File: src/rtl/ddr_bus_turnaround_ctrl.sv
// DDR DQ/DQS direction and turnaround controller: sequences write/read bursts
// with preamble, postamble and write recovery, all outputs registered.
module ddr_bus_turnaround_ctrl #(
  parameter int LANES     = 2,
  parameter int BURST_LEN = 4,
  parameter int WR_LAT    = 1,
  parameter int RD_LAT    = 2,
  parameter int TWR       = 2
) (
  input  logic             clk,
  input  logic             rst,
  input  logic             wr_cmd,
  input  logic             rd_cmd,
  input  logic [LANES-1:0] wr_lane_en,
  input  logic             data_out_rdy,
  output logic [LANES-1:0] dq_oe,
  output logic [LANES-1:0] dqs_oe,
  output logic             dqs_toggle_en,
  output logic             rd_capture_en,
  output logic             sys_dataio_en,
  output logic             cmd_ok,
  output logic             cmd_err,
  output logic             wr_underrun
);

  localparam int B       = BURST_LEN / 2;
  localparam int M1      = (WR_LAT > RD_LAT) ? WR_LAT : RD_LAT;
  localparam int M2      = (M1 > B) ? M1 : B;
  localparam int CNT_MAX = (M2 > TWR) ? M2 : TWR;
  localparam int CW      = $clog2(CNT_MAX + 1);

  // Counter loads are (duration - 1); a state exits when the counter hits zero.
  localparam logic [CW-1:0] LD_WR_WAIT = CW'((WR_LAT >= 2) ? WR_LAT - 2 : 0);
  localparam logic [CW-1:0] LD_RD_WAIT = CW'((RD_LAT >= 2) ? RD_LAT - 2 : 0);
  localparam logic [CW-1:0] LD_DATA    = CW'((B >= 1) ? B - 1 : 0);
  localparam logic [CW-1:0] LD_REC     = CW'((TWR >= 1) ? TWR - 1 : 0);
  localparam logic [CW-1:0] CNT_ONE    = CW'(1);

  typedef enum logic [3:0] {
    IDLE, WR_WAIT, WR_PRE, WR_DATA, WR_POST, WR_REC,
    RD_WAIT, RD_PRE, RD_DATA, RD_POST
  } state_t;

  state_t           state_q, state_d;
  logic [CW-1:0]    cnt_q, cnt_d;
  logic [LANES-1:0] mask_q, mask_d;
  logic [LANES-1:0] dq_oe_q, dq_oe_d;
  logic [LANES-1:0] dqs_oe_q, dqs_oe_d;
  logic             dqs_toggle_en_q, dqs_toggle_en_d;
  logic             rd_capture_en_q, rd_capture_en_d;
  logic             sys_dataio_en_q, sys_dataio_en_d;
  logic             cmd_ok_q, cmd_ok_d;
  logic             cmd_err_q, cmd_err_d;
  logic             wr_underrun_q, wr_underrun_d;
  logic             cnt_zero;

  assign cnt_zero = (cnt_q == '0);

  always_comb begin
    state_d = state_q;
    cnt_d   = cnt_q;
    mask_d  = mask_q;
    case (state_q)
      IDLE: begin
        if (wr_cmd) begin
          mask_d = wr_lane_en;
          if (WR_LAT > 1) begin
            state_d = WR_WAIT;
            cnt_d   = LD_WR_WAIT;
          end else begin
            state_d = WR_PRE;
          end
        end else if (rd_cmd) begin
          if (RD_LAT > 1) begin
            state_d = RD_WAIT;
            cnt_d   = LD_RD_WAIT;
          end else begin
            state_d = RD_PRE;
          end
        end
      end
      WR_WAIT: begin
        if (cnt_zero) state_d = WR_PRE;
        else          cnt_d   = cnt_q - CNT_ONE;
      end
      WR_PRE: begin
        state_d = WR_DATA;
        cnt_d   = LD_DATA;
      end
      WR_DATA: begin
        if (cnt_zero) state_d = WR_POST;
        else          cnt_d   = cnt_q - CNT_ONE;
      end
      WR_POST: begin
        if (TWR > 0) begin
          state_d = WR_REC;
          cnt_d   = LD_REC;
        end else begin
          state_d = IDLE;
        end
      end
      WR_REC: begin
        if (cnt_zero) state_d = IDLE;
        else          cnt_d   = cnt_q - CNT_ONE;
      end
      RD_WAIT: begin
        if (cnt_zero) state_d = RD_PRE;
        else          cnt_d   = cnt_q - CNT_ONE;
      end
      RD_PRE: begin
        state_d = RD_DATA;
        cnt_d   = LD_DATA;
      end
      RD_DATA: begin
        if (cnt_zero) state_d = RD_POST;
        else          cnt_d   = cnt_q - CNT_ONE;
      end
      RD_POST: state_d = IDLE;
      default: state_d = IDLE;
    endcase

    // Output flops decode the next state so they line up with the state register.
    dq_oe_d         = (state_d == WR_DATA) ? mask_d : '0;
    dqs_oe_d        = (state_d == WR_PRE || state_d == WR_DATA || state_d == WR_POST)
                      ? '1 : '0;
    dqs_toggle_en_d = (state_d == WR_DATA);
    rd_capture_en_d = (state_d == RD_DATA);
    sys_dataio_en_d = (state_d == WR_PRE) || (state_d == WR_DATA && cnt_d != '0);
    cmd_ok_d        = (state_d == IDLE);
    cmd_err_d       = ((wr_cmd || rd_cmd) && state_q != IDLE) ||
                      (wr_cmd && rd_cmd && state_q == IDLE);
    wr_underrun_d   = sys_dataio_en_q && !data_out_rdy;
  end

  always_ff @(posedge clk) begin
    if (rst) begin
      state_q         <= IDLE;
      cnt_q           <= '0;
      mask_q          <= '0;
      dq_oe_q         <= '0;
      dqs_oe_q        <= '0;
      dqs_toggle_en_q <= 1'b0;
      rd_capture_en_q <= 1'b0;
      sys_dataio_en_q <= 1'b0;
      cmd_ok_q        <= 1'b1;
      cmd_err_q       <= 1'b0;
      wr_underrun_q   <= 1'b0;
    end else begin
      state_q         <= state_d;
      cnt_q           <= cnt_d;
      mask_q          <= mask_d;
      dq_oe_q         <= dq_oe_d;
      dqs_oe_q        <= dqs_oe_d;
      dqs_toggle_en_q <= dqs_toggle_en_d;
      rd_capture_en_q <= rd_capture_en_d;
      sys_dataio_en_q <= sys_dataio_en_d;
      cmd_ok_q        <= cmd_ok_d;
      cmd_err_q       <= cmd_err_d;
      wr_underrun_q   <= wr_underrun_d;
    end
  end

  assign dq_oe         = dq_oe_q;
  assign dqs_oe        = dqs_oe_q;
  assign dqs_toggle_en = dqs_toggle_en_q;
  assign rd_capture_en = rd_capture_en_q;
  assign sys_dataio_en = sys_dataio_en_q;
  assign cmd_ok        = cmd_ok_q;
  assign cmd_err       = cmd_err_q;
  assign wr_underrun   = wr_underrun_q;

endmodule
File: config.mk
export PLATFORM = sky130hd
export DESIGN_NAME = ddr_bus_turnaround_ctrl
export DESIGN_NICKNAME = d
export VERILOG_FILES = /design/src/rtl/ddr_bus_turnaround_ctrl.sv
export SDC_FILE = /design/constraint.sdc
export NUM_CORES = 1
export LEC_CHECK = 0
export ABC_AREA = 0
export CAP_MARGIN = 20
export CORE_MARGIN = 5
export CORE_UTILIZATION = 50
export DETAILED_ROUTE_END_ITERATION = 12
export PLACE_DENSITY = 0.79
export SYNTH_ARGS = -nofsm -noshare
export SYNTH_HDL_FRONTEND = slang
export SYNTH_SLANG_ARGS = --single-unit
File: constraint.sdc
create_clock -name clk -period 2.8 [get_ports clk]
set_clock_uncertainty 0.05 [all_clocks]
set_input_delay 0.42 -clock clk [delete_from_list [all_inputs] [get_ports clk]]
set_output_delay 0.42 -clock clk [all_outputs]
set_load 0.02 [all_outputs]
==> flow_metrics.py <==
metrics = {
    "outcome": {
        "outcome": "finished, final reports clean",
    },
    "critical_path": {
        "required_ns": 2.96,
        "crit_end": "sys_dataio_en",
        "rr_worst_depth": 5,
        "cp-start-kind": "flip-flop",
        "cp_max_fo": 13,
        "r2r-start": "state_q[0]",
        "crit_type": "reg -> reg",
        "r2r-end": "sys_dataio_en",
        "cp_data_arrival_time_ns": 2.46,
        "critPathCaptureType": "flip-flop",
        "r2r_slack_ns": 0.50,
        "crit_start": "state_q[0]",
    },
    "clock_network": {
        "clock-sinks": 17,
        "tritoncts": "done",
        "hold_buffers": 0,
        "ctsHtreeMaxLevel": 1,
        "cts-root-buf": "clkbuf_4",
        "cts_setup_buffers": 0,
        "cts_resized": 0,
        "clk_pin_slew_ns": 0.09,
        "clkLatencyLatePin_ns": 0.29,
        "cts_buffers": 3,
        "clockBufferDepth": 2,
    },
    "layout": {
        "seqCellArea_um2": 340.3,
        "multiInputGateArea_um2": 415.4,
        "syn2layout_area_growth_pct": 23.82,
        "num-fill-cells": 115,
        "final_nets": 119,
        "layout-drive-gt1-share": 0.06306,
        "fin_area_um2": 982.2,
        "diodes": 0,
    },
    "detailed_routing": {
        "ant_nets": 0,
        "via_per_inst": 5.669,
        "vias": 720,
        "routed_wl_um": 1640,
        "wl_met2_um": 744,
        "highest_layer": "met4",
        "dr.pass1.iters": 6,
        "drt_iter0_markers": 11,
        "wl_per_cell_um": 12.91,
        "drc": 0,
        "route.met3.wl_um": 67,
        "met1Wirelength_um": 788,
    },
    "floorplanning": {
        "coreArea_um2": 1506,
        "start_util": 0.5266,
        "dieArea_um2": 2483,
        "ios": 17,
        "die_x_um": 49.83,
        "num_rows": 14,
        "dieHeight_um": 49.83,
    },
    "flow_run": {
        "drv_cap": 0,
    },
    "synth": {
        "synthArstFlopShare": 0,
        "yosysSeqAreaShare": 0.4290,
        "synth_flop_cell": "dfxtp_1",
        "ys_warn_count": 0,
        "synth_nets": 103,
        "synth_area_um2": 793.3,
        "synthTopCellsByArea": "dfxtp_1 43%, nor2_1 8.0%, a21oi_1 5.0%",
        "synth_common_cells": "17 x dfxtp_1, 17 x nor2_1, 8 x a21oi_1",
        "synth_area_per_cell_um2": 8.263,
        "yosys_register_bits": 17,
        "synth_cell_types": 32,
        "synth_top_area_cell": "dfxtp_1",
        "synth_edf_count": 0,
        "synthCells": 96,
        "yosys.area.top_type_share": 0.4290,
    },
    "timing": {
        "setup_viol_count_final": 0,
        "setup_ws_ns": 0.5016,
        "tightest_slew_ns": 0.4435,
        "hold_violations": 0,
        "setup-tns-final_ns": 0,
        "maxSlewViolCount": 0,
        "layout_min_cycle_time_ns": 2.298,
        "rsz0062_at_grt": "no",
        "max_freq_mhz": 435.1,
        "relSlewSlack": 0.7040,
        "period_share": 0.8209,
    },
    "placed_design": {
        "portBuffers": 16,
        "place_area_um2": 954.7,
        "pre_cts_slack_ns": 0.5524,
        "hpwl_um": 1242,
        "gp_routability_congestion": 0.9345,
    },
    "pwr": {
        "power_density_nw_per_um2": 987.4,
        "finalPower_uw": 969.8,
        "peakVddDrop_mv": 0.5374,
        "p_leak_uw": 0.0003798,
    },
    "global_route": {
        "overflow": 0,
        "antenna_found_initial": 0,
        "grt_start_max_net_pins": 16,
        "grt_pass1_wl_um": 2863,
        "grt.total_usage": 0.1472,
        "grt_pass1_vias": 646,
    },
    "worst_hold_path": {
        "min_path_type": "reg -> reg",
    },
}
-- where the power goes --
group | switching, µW | internal [µW] | leakage [µW]
combinational | 228 | 234 | 0.000222
sequential | 78.3 | 300 | 0.000140
clock | 76.6 | 53.2 | 0.0000177
total | 383 | 587 | 0.000380
-- logic make-up after synthesis --
logic type,after synthesis,synth area share
compound gates,28,0.2256
xor+xnor,1,0.01104
buf+inv,9,0.04731
flops,17,0.4290
mux,5,0.06625
simple gates,36,0.2208
-- flip-flops by register name, summed over array words and instances (netlist names) --
name,count
cmd_ok,1
cmd_err,1
rd_capture_en,1
mask_q,2
dq_oe,2
wr_underrun,1
dqs_oe,1
dqs_toggle_en,1
sys_dataio_en,1
cnt_q,2
state_q,4
-- worst max-delay path, stage by stage, from the launching register on --
cell and delay, ns:
dfxtp_1 0.59, or3b_1 0.44, mux2_2 0.28, o22a_1 0.22, or4b_1 0.48, a31oi_1 0.17
-- worst min-delay path by stage --
stage | to | depth (start not counted) | slack, ns | startpoint
after floorplan | dq_oe[0] | 2 | 0.41 | mask_q[0]
after global placement | wr_underrun | 1 | 0.43 | sys_dataio_en
after detailed placement | wr_underrun | 1 | 0.43 | sys_dataio_en
after CTS | wr_underrun | 1 | 0.43 | sys_dataio_en
after global routing | wr_underrun | 1 | 0.46 | sys_dataio_en
final | wr_underrun | 1 | 0.43 | sys_dataio_en
-- cell type report --
class                      count  share of cell area
tap                           16             0.02038
sequential                    17              0.3465
multi-input combinational     70              0.4229
timing repair buffer          17              0.1707
clock buffer                   3             0.02293
clock inverter                 1            0.005096
inverter                       3             0.01146
-- per-layer routing --
metal  track usage  up-vias
li1              -      372
met1        0.1937      323
met2        0.2182       21
met3       0.02711        4
met4       0.09170        0
met5             0        -
-- per-stage QoR --
stage	instances	util	hold WS [ns]
final	127	0.6520	0.4313
after global routing	127	0.6520	0.4590
after CTS	127	0.6520	0.4348
after detailed placement	123	0.6337	0.4252
after global placement	123	0.6337	0.4295
after floorplan	96	-	0.4099
-- cell usage in the layout, fill, tap and decap left out, drive strengths merged, types with 4 or more instances in the layout --
cell type      Yosys  final
nor2              17     17
a21oi              8      8
nand2              4      4
o21a               4      4
dfxtp             17     17
o21ai              5      5
clkdlybuf4s50      0     16
Note: power is estimated with default switching activity, not from simulation.
